`src/rtl/rv_instr_encoder.sv`:
```
// RV32I instruction encoder: turns decoded field bundles into machine words
// and streams them into instruction memory through a registered write port.
module rv_instr_encoder #(
    parameter int ADDR_W = 6,
    parameter int DEPTH  = 64
) (
    input  logic              clk,
    input  logic              reset,
    input  logic              start,
    input  logic              finish,
    input  logic              in_valid,
    output logic              in_ready,
    input  logic [2:0]        in_kind,
    input  logic [2:0]        in_alu,
    input  logic [4:0]        in_rd,
    input  logic [4:0]        in_rs1,
    input  logic [4:0]        in_rs2,
    input  logic [12:0]       in_imm,
    output logic              mem_we,
    output logic [ADDR_W-1:0] mem_addr,
    output logic [31:0]       mem_wdata,
    output logic [ADDR_W:0]   word_count,
    output logic              err,
    output logic [7:0]        err_count,
    output logic              busy,
    output logic              full
);

    typedef enum logic [1:0] {IDLE, RUN, FULL, DONE} state_t;

    localparam logic [ADDR_W:0] LAST = (ADDR_W+1)'(DEPTH - 1);

    state_t      state;
    logic        legal;
    logic        hs;
    logic [2:0]  f3;
    logic [6:0]  f7;
    logic [31:0] enc;

    assign in_ready = (state == RUN);
    assign busy     = (state == RUN);
    assign full     = (state == FULL);
    assign hs       = in_valid && in_ready;

    always_comb begin
        legal = 1'b1;
        f3    = 3'b000;
        f7    = 7'b0000000;
        enc   = '0;
        case (in_kind)
            3'd0: begin
                case (in_alu)
                    3'b000: f3 = 3'b000;
                    3'b001: begin
                        f3 = 3'b000;
                        f7 = 7'b0100000;
                    end
                    3'b010: f3 = 3'b111;
                    3'b011: f3 = 3'b110;
                    3'b101: f3 = 3'b010;
                    default: legal = 1'b0;
                endcase
                enc = {f7, in_rs2, in_rs1, f3, in_rd, 7'b0110011};
            end
            3'd1: enc = {in_imm[11:0], in_rs1, 3'b000, in_rd, 7'b0010011};
            3'd2: enc = {in_imm[11:0], in_rs1, 3'b010, in_rd, 7'b0000011};
            3'd3: enc = {in_imm[11:5], in_rs2, in_rs1, 3'b010,
                         in_imm[4:0], 7'b0100011};
            3'd4: begin
                legal = ~in_imm[0];
                enc   = {in_imm[12], in_imm[10:5], in_rs2, in_rs1, 3'b000,
                         in_imm[4:1], in_imm[11], 7'b1100011};
            end
            default: legal = 1'b0;
        endcase
    end

    always_ff @(posedge clk or posedge reset) begin
        if (reset) begin
            state      <= IDLE;
            mem_we     <= 1'b0;
            mem_addr   <= '0;
            mem_wdata  <= '0;
            word_count <= '0;
            err        <= 1'b0;
            err_count  <= '0;
        end else begin
            mem_we <= 1'b0;
            err    <= 1'b0;
            if (start) begin
                // a new session takes priority over anything else this edge
                state      <= RUN;
                word_count <= '0;
                err_count  <= '0;
            end else if (state == RUN) begin
                if (hs) begin
                    if (legal) begin
                        mem_we     <= 1'b1;
                        mem_addr   <= word_count[ADDR_W-1:0];
                        mem_wdata  <= enc;
                        word_count <= word_count + 1'b1;
                        if (word_count == LAST)
                            state <= FULL;
                    end else begin
                        err <= 1'b1;
                        if (err_count != 8'hFF)
                            err_count <= err_count + 8'd1;
                    end
                end
                if (finish)
                    state <= DONE;
            end
        end
    end

endmodule

```
`config.mk`:
```
export PLATFORM = sky130hd
export DESIGN_NAME = rv_instr_encoder
export DESIGN_NICKNAME = d
export VERILOG_FILES = /design/src/rtl/rv_instr_encoder.sv
export SDC_FILE = /design/constraint.sdc
export NUM_CORES = 1
export LEC_CHECK = 0
export ABC_AREA = 1
export CORE_MARGIN = 2
export CORE_UTILIZATION = 49
export CTS_CLUSTER_SIZE = 25
export DETAILED_ROUTE_END_ITERATION = 8
export PLACE_DENSITY = 0.86
export SLEW_MARGIN = 0
export SYNTH_ARGS = -nofsm -noshare
export SYNTH_HDL_FRONTEND = slang
export SYNTH_SLANG_ARGS = --single-unit
```
`constraint.sdc`:
```
create_clock -name clk -period 4.12 [get_ports clk]
set_clock_uncertainty 0.1 [all_clocks]
set_input_delay 1.236 -clock clk [delete_from_list [all_inputs] [get_ports clk]]
set_output_delay 1.236 -clock clk [all_outputs]
set_load 0.02 [all_outputs]
```
* Word-level counts from Yosys, hierarchy flattened
Cells that the tools add are included.
** Storage, ports and cells
- Register bits after elaboration :: 57
- Latch bits :: 0
- Bits in writable memories :: 0
- ROM bits :: 0
- Input port bits :: 39
- Output and inout port bits :: 58
- Logic and storage cells :: 68
- Memories :: 0
** Operators by class
- $add $sub $neg :: 2
- Multipliers :: 0
- Div/mod/pow operators :: 0
- Order comparisons :: 0
- Equal/unequal tests :: 13
- Shift-type cells :: 0
- Mux-type cells :: 28
- Bitwise gates (word level) :: 2
- Reductions and logical operators :: 16
** Operators by type and width (count)
- one-hot mux 32 bit (5 select lines) :: 1
- 2-to-1 mux 8 bit :: 5
- 2-to-1 mux 7 bit :: 4
- equality test 3 x 2 -> 1 bit, second input constant :: 4
- 2-to-1 mux 2 bit :: 6
- AND reduction 4 bit :: 3
- 2-to-1 mux 1 bit :: 9
- one-hot mux 3 bit (3 select lines) :: 1
- nonzero test 3 bit :: 3
- adder 8 x 1 -> 8 bit, second input constant :: 1
- inequality test 8 bit, second input constant :: 1
- nonzero test 2 bit :: 4
- adder 7 x 1 -> 7 bit, second input constant :: 1
- equality test 7 x 6 -> 1 bit, second input constant :: 1
- equality test 3 x 1 -> 1 bit, second input constant :: 2
- equality test 3 bit, second input constant :: 2
- zero test 3 bit :: 2
- 2-to-1 mux 6 bit :: 1
- OR reduction 5 bit :: 1
- one-hot mux 1 bit (3 select lines) :: 1
- AND reduction 3 bit :: 1
- OR reduction 3 bit :: 1
- equality test 2 x 1 -> 1 bit, second input constant :: 1
- equality test 2 bit, second input constant :: 1
- other kinds (3) :: 4

* Depth between registers and ports, before layout
- Word-level depth :: 9
- Gate-level depth with buffers :: 11
- Depth with buffers taken out :: 10

* Least setup slack after synthesis
Ideal clock, no wire load.
- Path type :: input port to flip-flop
- Start point :: input in_kind[2]
- End point :: register err_count[0]
- Library setup time :: 0.121 ns
- Arrival time :: 2.087 ns
- Data required time :: 3.899 ns
- Setup slack :: 1.812 ns
- Stages on the path :: 8
- Path buffers :: 2
- Path through :: buf_2 > nor2_4 > nand2_4 > nand3_1 > nand3_2 > buf_2 > nand2_1 > o21ai_1
** Between the ends
- Longest elaborated chain between the ends :: 5
- Elaborated cells on any way between the ends :: 9
- Those cells by class :: eq/ne (5); mux (1); reduce/logical (3)
** RTL lines
- start: declaration :: RTL line 13 : input logic [2:0] in_kind,
- equality test 3 x 2 -> 1 bit / equality test 3 x 1 -> 1 bit (equally long branches) :: RTL line 50 : case (in_kind)
- OR reduction 3 bit (no line)
- one-hot mux 1 bit (3 select lines) (*) :: RTL line 50
- inequality test 2 bit (no line) (*)
- AND reduction 4 bit (no line) (*)
- end signal: assignment :: RTL line 107 : err_count <= err_count + 8'd1;
- end: declaration :: RTL line 24 : output logic [7:0] err_count,
Every way passes the cells marked *; elsewhere a longest branch is shown, timed or not.
A chain may end at the register's enable or synchronous reset.

* Worst setup path in the final report
- Start point :: input in_kind[1]
- End point :: register mem_wdata[5]
** Between the ends
- Longest elaborated chain between the ends :: 4
- Elaborated cells on any way between the ends :: 9
- Those cells by class :: eq/ne (4); mux (2); reduce/logical (3)
** RTL lines
- equality test 3 x 2 -> 1 bit / equality test 3 x 1 -> 1 bit (equally long branches) :: RTL line 50
- OR reduction 3 bit (no line)
- one-hot mux 1 bit (3 select lines) :: RTL line 50
- AND reduction 4 bit (no line)
- end signal: assignment :: RTL line 100 : mem_wdata <= enc;
- end: declaration :: RTL line 21 : output logic [31:0] mem_wdata,
Several ways; a longest one is shown, not always the timed one.

==> results.cfg <==
[outcome]
status = completed

[drt]
top_layer = met4
met2WireLength_mm = 3.47
wl_met3_um = 383
dr.pass1.iters = 5
wl_per_cell_um = 13.9
wirelength_mm = 7.09
drt_first_iter_violations = 201
vias = 2671
drc = 0
wl_met1_mm = 3.05
viasPerCell = 5.22
drtAntennaViolNets = 0

[clock_network]
htree_levels = 2
cts_buffers = 5
clock-sinks = 54
cts.clk_slew.worst_paths_ns = 0.09
post_cts_buffers = 0
clockBufferDepth = 2
postCtsHoldBufs = 0
clk_latency_ns = 0.31
cts_tree = built
cts.repair.resized = 0
cts_root_buf = clkbuf_8

[placement]
dp_cells = 504
place_ws_ns = 0.757
place_hpwl_mm = 5.15
gp_congestion = 0.873
port_buffers = 94

[timing]
rsz0062_at_grt = no
fin_tns_setup_ns = 0
period_needed_ns = 3.02
finalMaxSlewViolations = 0
hold_viol = 0
setup_viol = 0
max_freq_mhz = 332
slew_headroom_pct = 48.9
max_slew.worst_pin.slew_ns = 0.764
period_share_pct = 73.2
layout_setup_ws_ns = 1.10

[cells_and_area]
final_cells = 512
syn2layout_area_growth_pct = 37.7
layout-drive-gt1-share_pct = 6.82
num-nets-final = 480
antennaDiodeCount = 0
final_util_pct = 69.4

[critical_path]
cp-end-kind = flip-flop
path_delay_family = simple AND/OR/NAND/NOR gates
worstSetupPathType = primary input to flip-flop
worstSetupEndpoint = mem_wdata[5]$_DFFE_PP0P_
r2r-start = state[1]$_DFFE_PP0P_
r2r-end = mem_wdata[5]$_DFFE_PP0P_
slowest_delay_ns = 0.56
crit_required_ns = 4.23
r2r_setup_slack_ns = 2.13
cp_max_fo = 43
critPathArrivalTime_ns = 3.13
rr_worst_depth = 10
crit_path_top_delay_cell = nand2_2
cp-start-kind = primary input
crit_cells = 10
critPathLaunch = in_kind[1]
path_buf_inv = 3
path_cells = clkdlybuf4s50_1, inv_2, nand2_2, nor2_4, nand2_4, nand3_4, inv_2, nand2_2, nand2_1, o21ai_1

[global_route]
grt_pass1_vias = 2586
antenna_found_initial = 0
track_usage_pct = 23.9
grt_first_pass_wirelength_mm = 11.9
grt_max_degree = 44
grt_overflow = 0

[logic_synthesis]
yosysTopAreaCell = dfrtp_1
ys_top_cells_by_area = dfrtp_1 (49%), nand2_1 (17%), nand3_1 (6.0%)
ys_types = 32
synth_top_cell_area_share_pct = 49.0
synth_area_per_cell_um2 = 7.86
syn_inst = 351
synth_seq_cells = 54
syn-cell-area_um2 = 2760
yosysWarningCount = 0
seq_area_frac_synth_pct = 49.0

[die]
core_um2 = 5470
initial_core_util_pct = 50.4
num_io_pins = 97
dieHeight_um = 79.0
die_area_um2 = 6250
die_w_um = 79.0
rows = 27

[power]
power_uw = 1840
ir_drop_uv = 307
leakage_uw = 0.00182
powerDensity_nw_per_um2 = 485

[flow_run]
cap_violations = 0

[hold_path]
hp-class = flip-flop to flip-flop
==> power breakdown <==
group | internal, µW | switching [µW]
Sequential | 664 | 85.1
Clock | 154 | 175
Combinational | 351 | 413
Total | 1170 | 673
==> synthesized netlist by cell type (all sizes together) <==
master  count
and3        1
or2         2
nor3        2
inv        36
nand4       6
a21boi      1
xor2        4
nand3      35
o21bai      1
o21ai      33
ha          2
a31o        1
nor2       20
nand2     126
conb        1
dfrtp      54
a21o        1
o22ai       6
a21oi       4
buf        15
==> final cells by class <==
| type | instances | area [µm²] |
|---|---|---|
| Clock buffer | 7 | 96.3 |
| Fill cell | 434 | 1670 |
| Inverter | 36 | 135 |
| Clock inverter | 1 | 8.76 |
| Timing Repair Buffer | 95 | 948 |
| Tap cell | 72 | 90.1 |
| Multi-Input combinational cell | 247 | 1170 |
| Sequential cell | 54 | 1350 |
==> metal layers <==
| layer | vias up | GRT usage, % |
|---|---|---|
| li1 | 1298 | - |
| met1 | 1262 | 31.1 |
| met2 | 95 | 40.4 |
| met3 | 16 | 3.41 |
| met5 | - | 0 |
| met4 | 0 | 9.14 |
==> worst min path at each step <==
stage,cells past startpoint,endpoint,start,slack [ns]
after global routing,2,mem_wdata[17]$_DFFE_PP0P_,mem_wdata[17]$_DFFE_PP0P_,0.40
after global placement,2,state[1]$_DFFE_PP0P_,state[1]$_DFFE_PP0P_,0.36
after floorplan,2,state[1]$_DFFE_PP0P_,state[1]$_DFFE_PP0P_,0.34
after CTS,2,state[1]$_DFFE_PP0P_,state[1]$_DFFE_PP0P_,0.39
after detailed placement,2,mem_wdata[29]$_DFFE_PP0P_,mem_wdata[29]$_DFFE_PP0P_,0.37
final,2,mem_wdata[23]$_DFFE_PP0P_,mem_wdata[23]$_DFFE_PP0P_,0.39
==> worst register-to-register path, cell delays in order (launching register included) <==
cell and delay, ns:
dfrtp_1 0.39, inv_1 0.07, nand2_1 0.07, inv_2 0.08
nand2_1 0.10, inv_2 0.10, nand3_4 0.09, inv_2 0.08
nand2_2 0.43, nand2_1 0.23, o21ai_1 0.10
==> metrics by stage <==
stage	area [µm²]	hold WS, ns
final	3800	0.386
after global routing	3800	0.402
after CTS	3800	0.392
after detailed placement	3690	0.369
after global placement	3690	0.358
after floorplan	2760	0.342
==> cell usage in the layout, fill, tap and decap left out <==
cell type	count
nand2_1	122
clkdlybuf4s50_1	94
dfrtp_1	54
nand3_1	33
inv_1	29
o21ai_1	17
o21ai_0	16
nor2_1	15
inv_2	7
clkbuf_8	7
nand4_1	6
o22ai_1	6
a21oi_1	4
xor2_1	4
nand2_2	3
nor2_2	3
nor2_4	2
nor3_1	2
ha_1	2
conb_1	2
a21boi_2	1
nand2_4	1
nand3_4	1
nand3_2	1
or2_2	1
a31o_2	1
o21bai_1	1
or2_1	1
and3_1	1
a21o_1	1
clkinv_4	1
buf_4	1
==> kinds of logic after synthesis <==
family                   Yosys count  synth area share, %
adder cells (fa/ha/maj)            2                0.907
AO/OA/AOI/OAI                     47                 9.34
buffers and inverters             51                 8.75
XOR/XNOR                           4                 1.27
other                              1                0.136
flip-flops                        54                 49.0
AND/OR/NAND/NOR                  192                 30.6
==> state kept, by name (all words and copies together), names as in the netlist <==
register    flops
mem_wdata      29
err_count       8
word_count      7
mem_addr        6
state           2
err             1
mem_we          1
No activity file was read; power rests on OpenSTA's default activity.
